`src/rtl/uart_tx.sv`:
```
// UART transmitter: one DATA_BITS word per frame (start, LSB-first data, optional
// parity, STOP_BITS stop bits), every bit boundary taken from the baud_tick strobe.
module uart_tx #(
    parameter int DATA_BITS  = 8,
    parameter int PARITY_EN  = 0,
    parameter int PARITY_ODD = 0,
    parameter int STOP_BITS  = 1
) (
    input  logic                 clk,
    input  logic                 rst,
    input  logic                 baud_tick,
    input  logic                 tx_valid,
    input  logic [DATA_BITS-1:0] tx_data,
    output logic                 tx_ready,
    output logic                 tx,
    output logic                 tx_busy,
    output logic                 tx_done
);
    localparam int CNT_W = $clog2(DATA_BITS);
    localparam logic [CNT_W-1:0] LAST_BIT = CNT_W'(DATA_BITS - 1);
    localparam logic LAST_STOP = (STOP_BITS == 2);
    localparam logic ODD       = (PARITY_ODD != 0);

    typedef enum logic [2:0] {
        IDLE,
        SYNC,
        START,
        DATA,
        PARITY,
        STOP
    } state_t;

    state_t               state, state_next;
    logic [DATA_BITS-1:0] shift, shift_next;
    logic [CNT_W-1:0]     bit_cnt, bit_cnt_next;
    logic                 stop_cnt, stop_cnt_next;
    logic                 parity, parity_next;
    logic                 tx_next, busy_next, done_next;
    logic                 accept;

    assign tx_ready = ~tx_busy;
    assign accept   = tx_valid & tx_ready;

    always_ff @(posedge clk) begin
        if (rst) begin
            state    <= IDLE;
            shift    <= '0;
            bit_cnt  <= '0;
            stop_cnt <= 1'b0;
            parity   <= 1'b0;
            tx       <= 1'b1;
            tx_busy  <= 1'b0;
            tx_done  <= 1'b0;
        end else begin
            state    <= state_next;
            shift    <= shift_next;
            bit_cnt  <= bit_cnt_next;
            stop_cnt <= stop_cnt_next;
            parity   <= parity_next;
            tx       <= tx_next;
            tx_busy  <= busy_next;
            tx_done  <= done_next;
        end
    end

    // Outputs are computed one cycle ahead so tx/tx_busy/tx_done come straight from flops.
    always_comb begin
        state_next    = state;
        shift_next    = shift;
        bit_cnt_next  = bit_cnt;
        stop_cnt_next = stop_cnt;
        parity_next   = parity;
        tx_next       = tx;
        busy_next     = tx_busy;
        done_next     = 1'b0;

        case (state)
            IDLE: begin
                tx_next = 1'b1;
                if (accept) begin
                    shift_next  = tx_data;
                    parity_next = (^tx_data) ^ ODD;
                    busy_next   = 1'b1;
                    state_next  = SYNC;
                end
            end
            SYNC: begin
                if (baud_tick) begin
                    tx_next    = 1'b0;
                    state_next = START;
                end
            end
            START: begin
                if (baud_tick) begin
                    tx_next      = shift[0];
                    bit_cnt_next = '0;
                    state_next   = DATA;
                end
            end
            DATA: begin
                if (baud_tick) begin
                    shift_next   = shift >> 1;
                    bit_cnt_next = bit_cnt + 1'b1;
                    if (bit_cnt == LAST_BIT) begin
                        if (PARITY_EN != 0) begin
                            tx_next    = parity;
                            state_next = PARITY;
                        end else begin
                            tx_next       = 1'b1;
                            stop_cnt_next = 1'b0;
                            state_next    = STOP;
                        end
                    end else begin
                        tx_next = shift[1];
                    end
                end
            end
            PARITY: begin
                if (baud_tick) begin
                    tx_next       = 1'b1;
                    stop_cnt_next = 1'b0;
                    state_next    = STOP;
                end
            end
            STOP: begin
                if (baud_tick) begin
                    if (stop_cnt == LAST_STOP) begin
                        busy_next  = 1'b0;
                        done_next  = 1'b1;
                        state_next = IDLE;
                    end else begin
                        stop_cnt_next = 1'b1;
                    end
                end
            end
            default: begin
                tx_next    = 1'b1;
                busy_next  = 1'b0;
                state_next = IDLE;
            end
        endcase
    end
endmodule

```
`config.mk`:
```
export PLATFORM = sky130hd
export DESIGN_NAME = uart_tx
export DESIGN_NICKNAME = d
export VERILOG_FILES = /design/src/rtl/uart_tx.sv
export SDC_FILE = /design/constraint.sdc
export NUM_CORES = 1
export LEC_CHECK = 0
export CAP_MARGIN = 15
export CORE_MARGIN = 2
export CORE_UTILIZATION = 48
export DETAILED_ROUTE_END_ITERATION = 16
export PLACE_DENSITY_LB_ADDON = 0.2
export SLEW_MARGIN = 20
export SYNTH_ARGS = -nofsm -noshare
export SYNTH_HDL_FRONTEND = slang
export SYNTH_SLANG_ARGS = --single-unit
```
`constraint.sdc`:
```
create_clock -name clk -period 1.7 [get_ports clk]
set_input_delay 0.255 -clock clk [delete_from_list [all_inputs] [get_ports clk]]
set_output_delay 0.255 -clock clk [all_outputs]
set_load 0.05 [all_outputs]
```
## Word-level counts from Yosys, hierarchy flattened

Index checks and enable logic that the tools add are counted.

- Flip-flop bits (word level): 18
- Input bits: 12
- Output and inout port bits: 4
- Word-level logic and storage cells: 70

- Add/sub/neg operators: 1
- Equal/unequal tests: 14
- Muxes and demuxes: 31
- Bitwise gates (word level): 5
- Reductions and logical operators: 12

Operators with widths:

| operator | number |
|---|---|
| 2-to-1 mux 3 bit | 10 |
| one-hot mux 3 bit (6 select lines) | 1 |
| 2-to-1 mux 8 bit | 2 |
| != test 2 bit, second input constant | 8 |
| one-hot mux 8 bit (2 select lines) | 1 |
| 2-to-1 mux 1 bit | 13 |
| AND reduction 5 bit | 2 |
| equality test 3 bit, second input constant | 3 |
| AND reduction 8 bit | 1 |
| equality test 3 x 2 -> 1 bit, second input constant | 2 |
| one-hot mux 1 bit (3 select lines) | 2 |
| one-hot mux 3 bit (2 select lines) | 1 |
| AND reduction 3 bit | 2 |
| one-hot mux 1 bit (5 select lines) | 1 |
| NOT 1 bit | 4 |
| AND reduction 4 bit | 1 |
| nonzero test 2 bit | 2 |
| OR reduction 4 bit | 1 |
| adder 3 x 1 -> 3 bit, second input constant | 1 |
| equality test 3 x 1 -> 1 bit, second input constant | 1 |
| logical NOT 3 bit | 1 |
| nonzero test 3 bit | 1 |
| OR reduction 3 bit | 1 |
| bitwise AND 1 bit | 1 |

## Logic depth before layout (Yosys ltp)

Gate-level depths: netlist (run 1).

- Word-level depth: 4
- Mapped depth: 5
- Depth with buffers taken out: 5

## Least setup slack after synthesis (run 1)

OpenSTA, ideal clock, no wires.

- Kind: register to register
- Start point: reg tx_busy
- End point: reg shift[0]
- Setup time: 0.133 ns
- Data arrival time: 1.779 ns
- Required time: 1.567 ns
- Path slack: -0.212 ns
- Stages on the path, launching flop included: 4
- Buffers on the path: 0
- Clock period less this slack: 1.912 ns
- Cells stage by stage: dfxtp_1 > clkinv_1 > a211oi_1 > a211oi_2

- Cells in the longest elaborated chain, start to end: 4

Ends and longest elaborated chain:

| element | RTL line | text |
|---|---|---|
| start: declaration | 16 | `output logic tx_busy,` |
| start signal: assignment | 61 | `tx_busy <= busy_next;` |
| NOT 1 bit | 41 | `assign tx_ready = ~tx_busy;` |
| named net tx_ready | 14 | `output logic tx_ready,` |
| bitwise AND 1 bit | 42 | `assign accept = tx_valid & tx_ready;` |
| != test 2 bit (no line) | -- |  |
| AND reduction 3 bit (no line) | -- |  |
| end signal: assignment | 56 | `shift <= shift_next;` |
| end: declaration | 34 | `logic [DATA_BITS-1:0] shift, shift_next;` |

The timed path passes the listed nets, and every way through them passes these cells.
A chain may end at the register's enable or synchronous reset.

## Worst setup path in the final report (run 1)

- Start point: reg bit_cnt[0]
- End point: reg tx

- Cells in the longest elaborated chain, start to end: 4

Ends and longest elaborated chain:

| element | RTL line | text |
|---|---|---|
| start: declaration | 35 | `logic [CNT_W-1:0] bit_cnt, bit_cnt_next;` |
| start signal: assignment | 57 | `bit_cnt <= bit_cnt_next;` |
| equality test 3 bit | 104 | `if (bit_cnt == LAST_BIT) begin` |
| 2-to-1 mux 1 bit | 104 |  |
| 2-to-1 mux 1 bit | 101 | `if (baud_tick) begin` |
| one-hot mux 1 bit (5 select lines) | 77 | `case (state)` |
| end signal: assignment | 60 | `tx <= tx_next;` |
| end: declaration | 15 | `output logic tx,` |

No other way between the ends. The select of a mux whose other input is x is not followed.

==> results of run 1 <==
[registers in the layout, summed over array words and instances (netlist names)]
name and count:
bit_cnt 3, shift 8, tx 1, tx_done 1, state 3, tx_busy 1
[power breakdown]
part	leakage, nW	internal (mW)	switching (mW)
Sequential	0.139	0.432	0.0316
Clock	0.0150	0.0913	0.127
Combinational	0.358	0.127	0.128
Total	0.512	0.651	0.286
[worst max-delay path by stage]
stage                     from        to  slack (ps)  cells after the start
CTS                    tx_done   tx_done          40                      1
floorplan              tx_busy  shift[0]          50                      3
finish              bit_cnt[0]        tx         180                      5
detailed placement    tx_valid  shift[2]         -50                      4
global route          state[0]  shift[6]          60                      5
global placement      tx_valid  shift[1]         -10                      4
[routing by layer]
layer | up-vias | wire, µm | GRT usage (%) | share of wire (%)
li1 | 413 | - | - | -
met1 | 385 | 964 | 23.96 | 49
met2 | 12 | 936 | 29.63 | 47
met3 | 4 | 51 | 3.086 | 2.6
met4 | 0 | 24 | 7.143 | 1.2
met5 | - | 0 | 0 | 0
[critical path: cells and delay by family, from the launching register on]
kind / cells / cell delay (ps)
compound gates: 2 / 340
simple gates: 1 / 360
fa+ha+maj: 2 / 390
flops: 1 / 340
[per-stage QoR]
stage	hold WS (ps)	instance area [µm²]	setup TNS, ps	setup slack (ps)	util (%)
after global placement	445.2	1162	-86.71	-14.88	61.12
after detailed placement	461.6	1162	-230.3	-50.65	61.12
final	475.0	1191	0	176.1	62.63
after CTS	477.6	1189	0	38.53	62.50
after floorplan	435.6	948.4	0	51.90	-
after global routing	504.6	1191	0	57.51	62.63
[final cells by class]
| class | instances | area [µm²] | share of cell area, % |
|---|---|---|---|
| repair buffers | 28 | 242.7 | 20.38 |
| multi-input cells | 69 | 543.0 | 45.59 |
| well taps | 27 | 33.78 | 2.836 |
| clock buffers | 4 | 26.28 | 2.206 |
| inverters | 1 | 5.005 | 0.4202 |
| flip-flops and latches | 17 | 340.3 | 28.57 |
[cell usage in the layout (no fill, tap or decap), drive strengths merged]
| master | count |
|---|---|
| o21bai | 1 |
| clkdlybuf4s50 | 11 |
| and3b | 1 |
| nor4b | 2 |
| and4b | 1 |
| clkbuf | 4 |
| and2b | 1 |
| or3b | 1 |
| a211oi | 14 |
| o31a | 1 |
| a2111oi | 1 |
| clkinv | 1 |
| a21oi | 9 |
| a32oi | 1 |
| or4b | 2 |
| o211a | 1 |
| buf | 16 |
| ha | 2 |
| mux2i | 8 |
| and3 | 1 |
| o21ai | 2 |
| dfxtp | 17 |
| nand2 | 3 |
| a31o | 1 |
| o21ba | 1 |
| nand3b | 5 |
| dlymetal6s2s | 1 |
| o211ai | 1 |
| nand2b | 1 |
| nor3b | 1 |
| nor2 | 3 |
| nand3 | 4 |
[cell families after synthesis]
group	share of synthesized area, %
AOI/OAI and AO/OA	26.03
adders and majority gates	2.642
buffers and inverters	6.736
DFF	35.93
muxes	8.455
and+or+nand+nor	20.21
[what timing repair did]
action,in CTS,in global routing
endpoints found under the setup margin,0,1
endpoints found under the hold margin,0,0
resized for setup,0,1
==> impl_metrics.tcl, run 1 <==
set metrics [dict create \
    die_area_um2 2345 \
    status "finished, final reports clean" \
    synth-async-reset-ratio_pct 0 \
    htree_levels 1 \
    holdPathEnd "bit_cnt[1]" \
    min-delay-start "bit_cnt[1]" \
    yosys-top-cells-area "dfxtp_1 (36%), a211oi_1 (10%), mux2i_1 (8.5%)" \
    grt_pass1_vias 796 \
    nets 134 \
    globalplace.congestion 0.7255 \
    synth_flop_cell "dfxtp_1" \
    clockBufferDepth 2 \
    worst_pin_slew_ps 499.5 \
    r2r_start "bit_cnt[0]" \
    ys_seq_area_share_pct 35.93 \
    max_slew_margin_pct 66.65 \
    hpwl_um 1444 \
    syn_area_per_cell_um2 9.765 \
    cts-root-buf "clkbuf_4" \
    clock_latency_ps 290 \
    drive_gt1_share_pct 21.01 \
    synth_cells 97 \
    fillers 167 \
    grtUsageTotal_pct 18.11 \
    power_mw 0.9368 \
    grt_setup_unrepaired "false" \
    ant_nets 0 \
    rows 16 \
    areaGrowthSynthToFinish_pct 25.76 \
    finalNonFillerCells 146 \
    synthMostInstantiatedCell "dfxtp_1" \
    dp_cells 142 \
    dr.pass1.iters 4 \
    grt-ovfl-total 0 \
    ir_worst_vdd_mv 0.5925 \
    crit_chain "ha_1, ha_1, o21ai_0, or3b_1, a31o_1" \
    wl_per_cell_um 13.53 \
    power_density_nw_per_um2 786.4 \
    grt_pass1_wl_um 3394 \
    antenna_found_initial 0 \
    period_share_pct 89.64 \
    fin_crit_ps 1524 \
    critPathArrivalTime_ps 1720 \
    hold_buffers 0 \
    synth_fp_nets 111 \
    setup_viol 0 \
    hold_viol 0 \
    path_class "reg -> reg" \
    drc_errors 0 \
    diodes 0 \
    numCtsBuffers 3 \
    avgViaCountPerCell 5.575 \
    cp_common_cell "ha_1" \
    leakagePower_nw 0.5124 \
    synthTopCellsByCount "dfxtp_1 (17), a211oi_1 (13), a21oi_1 (8), mux2i_1 (8), nand3b_1 (5)" \
    skew_ps 3.369 \
    hold_path.class "reg -> reg" \
    yosysTopAreaCellShare_pct 35.93 \
    fmax_mhz 656.2 \
    num_vias 814 \
    endpoint_kind "flip-flop" \
    die_h_um 48.42 \
    critical-path-max-stage-delay_ps 360 \
    finalMaxSlewViolations 0 \
    synth_edf_count 0 \
    io_pins 16 \
    port_buffers 15 \
    ys_types 37 \
    post_cts_buffers 0 \
    crit_path_start_kind "flip-flop" \
    synth.largest_area_cell "dfxtp_1" \
    wl_um 1976 \
    worstPathMaxFanout 2 \
    dieWidth_um 48.42 \
    netlist_area_um2 947.2 \
    hold_path_depth 2 \
    clock-sinks 17 \
    ys_ff_latch 17 \
    core_um2 1902 \
    floorplan.initialDensity_pct 49.80 \
    cts_tree "yes" \
    yosys_warnings 0 \
    grt_max_degree 18 \
    r2r_slack_ps 180 \
    clk_pin_slew_ps 100 \
    worst_ep_required_time_ps 1890 \
    drt_iter0_markers 16 \
    r2r_cells 5 \
    r2r-end "tx" \
    maxCapViolCount 0 \
    slowest_stage "or3b_1" \
]
Note: power is estimated with default switching activity, not from simulation.
==> run 2, diff against run 1 <==
==> constraint.sdc (replaced) <==
create_clock -name clk -period 1.7 [get_ports clk]
set_input_delay 0.255 -clock clk [delete_from_list [all_inputs] [get_ports clk]]
set_output_delay 0.255 -clock clk [all_outputs]
set_load 0.01 [all_outputs]
==> impl_metrics.tcl, run 2 (synthesis gave the netlist of run 1 again) <==
set metrics [dict create \
    critical-path-max-stage-delay_ps 490 \
    grt_pass1_wl_um 3498 \
    die_area_um2 2345 \
    hold_slack_ps 461.7 \
    hold_viol 0 \
    clk_pin_slew_ps 100 \
    cts_tree "yes" \
    setup_viol 0 \
    htree_levels 1 \
    antenna_found_initial 0 \
    wl_um 1960 \
    avgViaCountPerCell 5.558 \
    sequentialPowerShare_pct 50.7 \
    ant_nets 0 \
    finalMaxSlewViolations 0 \
    port_buffers 15 \
    slowest_stage "clkdlybuf4s50_1" \
    worstPathMaxFanout 7 \
    diodes 0 \
    period_share_pct 91.41 \
    holdPathEnd "bit_cnt[1]" \
    multi_input_area_um2 543.0 \
    p_int_mw 0.6591 \
    grt_max_degree 18 \
    switching_share_pct 28.54 \
    power_density_nw_per_um2 766.3 \
    clock_latency_ps 290 \
    layout_commonest_cell "dfxtp_1" \
    hold_path.class "reg -> reg" \
    skew_ps 1.510 \
    r2r-end "shift[3]" \
    crit_chain "clkinv_1, clkdlybuf4s50_1" \
    r2r_slack_ps 190 \
    r2r_cells 3 \
    fin_area_um2 1204 \
    cts-root-buf "clkbuf_4" \
    worst_pin_slew_ps 400.1 \
    status "finished, final reports clean" \
    post_cts_buffers 0 \
    regMostFlops "shift" \
    dr.pass1.iters 4 \
    clockBufferDepth 2 \
    fin_util_pct 63.29 \
    regArea_um2 341.6 \
    fillers 167 \
    grt-ovfl-total 0 \
    endpoint_kind "output port" \
    num_vias 817 \
    drc_errors 0 \
    clock-sinks 17 \
    wl_per_cell_um 13.33 \
    nets 135 \
    numCtsBuffers 3 \
    largest_reg_flops 8 \
    hold_path_depth 2 \
    power.share.clock_pct 23.7 \
    dieWidth_um 48.42 \
    largestRegisters "shift: 8 flops, bit_cnt: 3 flops, state: 3 flops" \
    path_class "reg -> out" \
    grtUsageTotal_pct 18.89 \
    fin_crit_ps 1554 \
    max_slew_margin_pct 73.29 \
    ir_worst_vdd_mv 0.5149 \
    grt_setup_unrepaired "false" \
    critPathArrivalTime_ps 1300 \
    p_switching_mw 0.2633 \
    placed_area_um2 1176 \
    drive_gt1_share_pct 19.17 \
    rows 16 \
    io_pins 16 \
    leakagePower_nw 0.4945 \
    core_um2 1902 \
    drt_iter0_markers 10 \
    globalplace.congestion 0.7812 \
    worst_ep_required_time_ps 1440 \
    areaGrowthSynthToFinish_pct 27.08 \
    fmax_mhz 643.5 \
    min-delay-start "bit_cnt[1]" \
    grt_pass1_vias 762 \
    crit_path_start_kind "flip-flop" \
    pwr-share-comb_pct 25.6 \
    die_h_um 48.42 \
    maxCapViolCount 0 \
    hpwl_um 1395 \
    r2r_start "state[0]" \
    floorplan.initialDensity_pct 49.80 \
    mostFrequentLayoutCells "dfxtp_1 (16), clkdlybuf4s50_1 (15), buf_4 (14)" \
]
run 2: cell types whose count changed in the layout (fill, tap and decap cells not counted):
cell,previous run,this run
clkdlybuf4s50_1,11,15
clkinv_2,1,0
dfxtp_1,17,16
buf_4,16,14
clkinv_1,0,1
dfxtp_2,0,1
dlymetal6s2s_1,1,0
run 2: per-stage QoR:
step / TNS (ps) / worst slack, ps / total power [mW] / instances
global placement: -156.9 / -25.30 / 0.7066 / 143
CTS: 0 / 17.47 / 0.9333 / 147
detailed placement: -206.0 / -45.57 / 0.7117 / 143
floorplan: 0 / 279.1 / 0.6163 / 97
finish: 0 / 146.0 / 0.9224 / 147
global route: 0 / 72.32 / 0.9843 / 147
run 2: what timing repair did:
action,CTS,global route
hold buffers,0,0
setup endpoints to repair,0,1
gates resized for setup,0,1
endpoints found under the hold margin,0,0
run 2: worst max-delay path by stage:
| stage | from | endpoint | slack, ps |
|---|---|---|---|
| floorplan | bit_cnt[0] | tx | 280 |
| global placement | tx_valid | shift[2] | -30 |
| detailed placement | tx_valid | shift[3] | -50 |
| CTS | tx_busy | tx_ready | 20 |
| global route | tx_busy | tx_ready | 70 |
| finish | tx_busy | tx_ready | 150 |
run 2: critical path: cells and delay by family, from the launching register on:
kind	cells	cell delay, ps
DFF	1	410
buffers and inverters	2	600
run 2: area by class of cell:
class / instances / area share, %
sequential: 17 / 28.38
tap: 27 / 2.807
clock buffer: 4 / 2.183
inverter: 1 / 0.3119
timing repair buffer: 29 / 21.21
multi-input combinational: 69 / 45.11
run 2: power by group through the flow:
stage	combinational, mW	sequential, mW	clock (mW)
3_5_place_dp	0.235	0.477	0
4_1_cts	0.237	0.468	0.229
3_3_place_gp	0.231	0.476	0
6_report	0.236	0.468	0.218
5_1_grt	0.259	0.474	0.251
2_1_floorplan	0.152	0.464	0
run 2: metal layers:
metal	track usage [%]	wire [µm]	vias up	part of all wire [%]
li1	-	-	419	-
met1	25.83	979	377	50
met2	27.55	855	15	44
met3	3.395	60	6	3.1
met4	11.90	63	0	3.2
met5	0	0	-	0
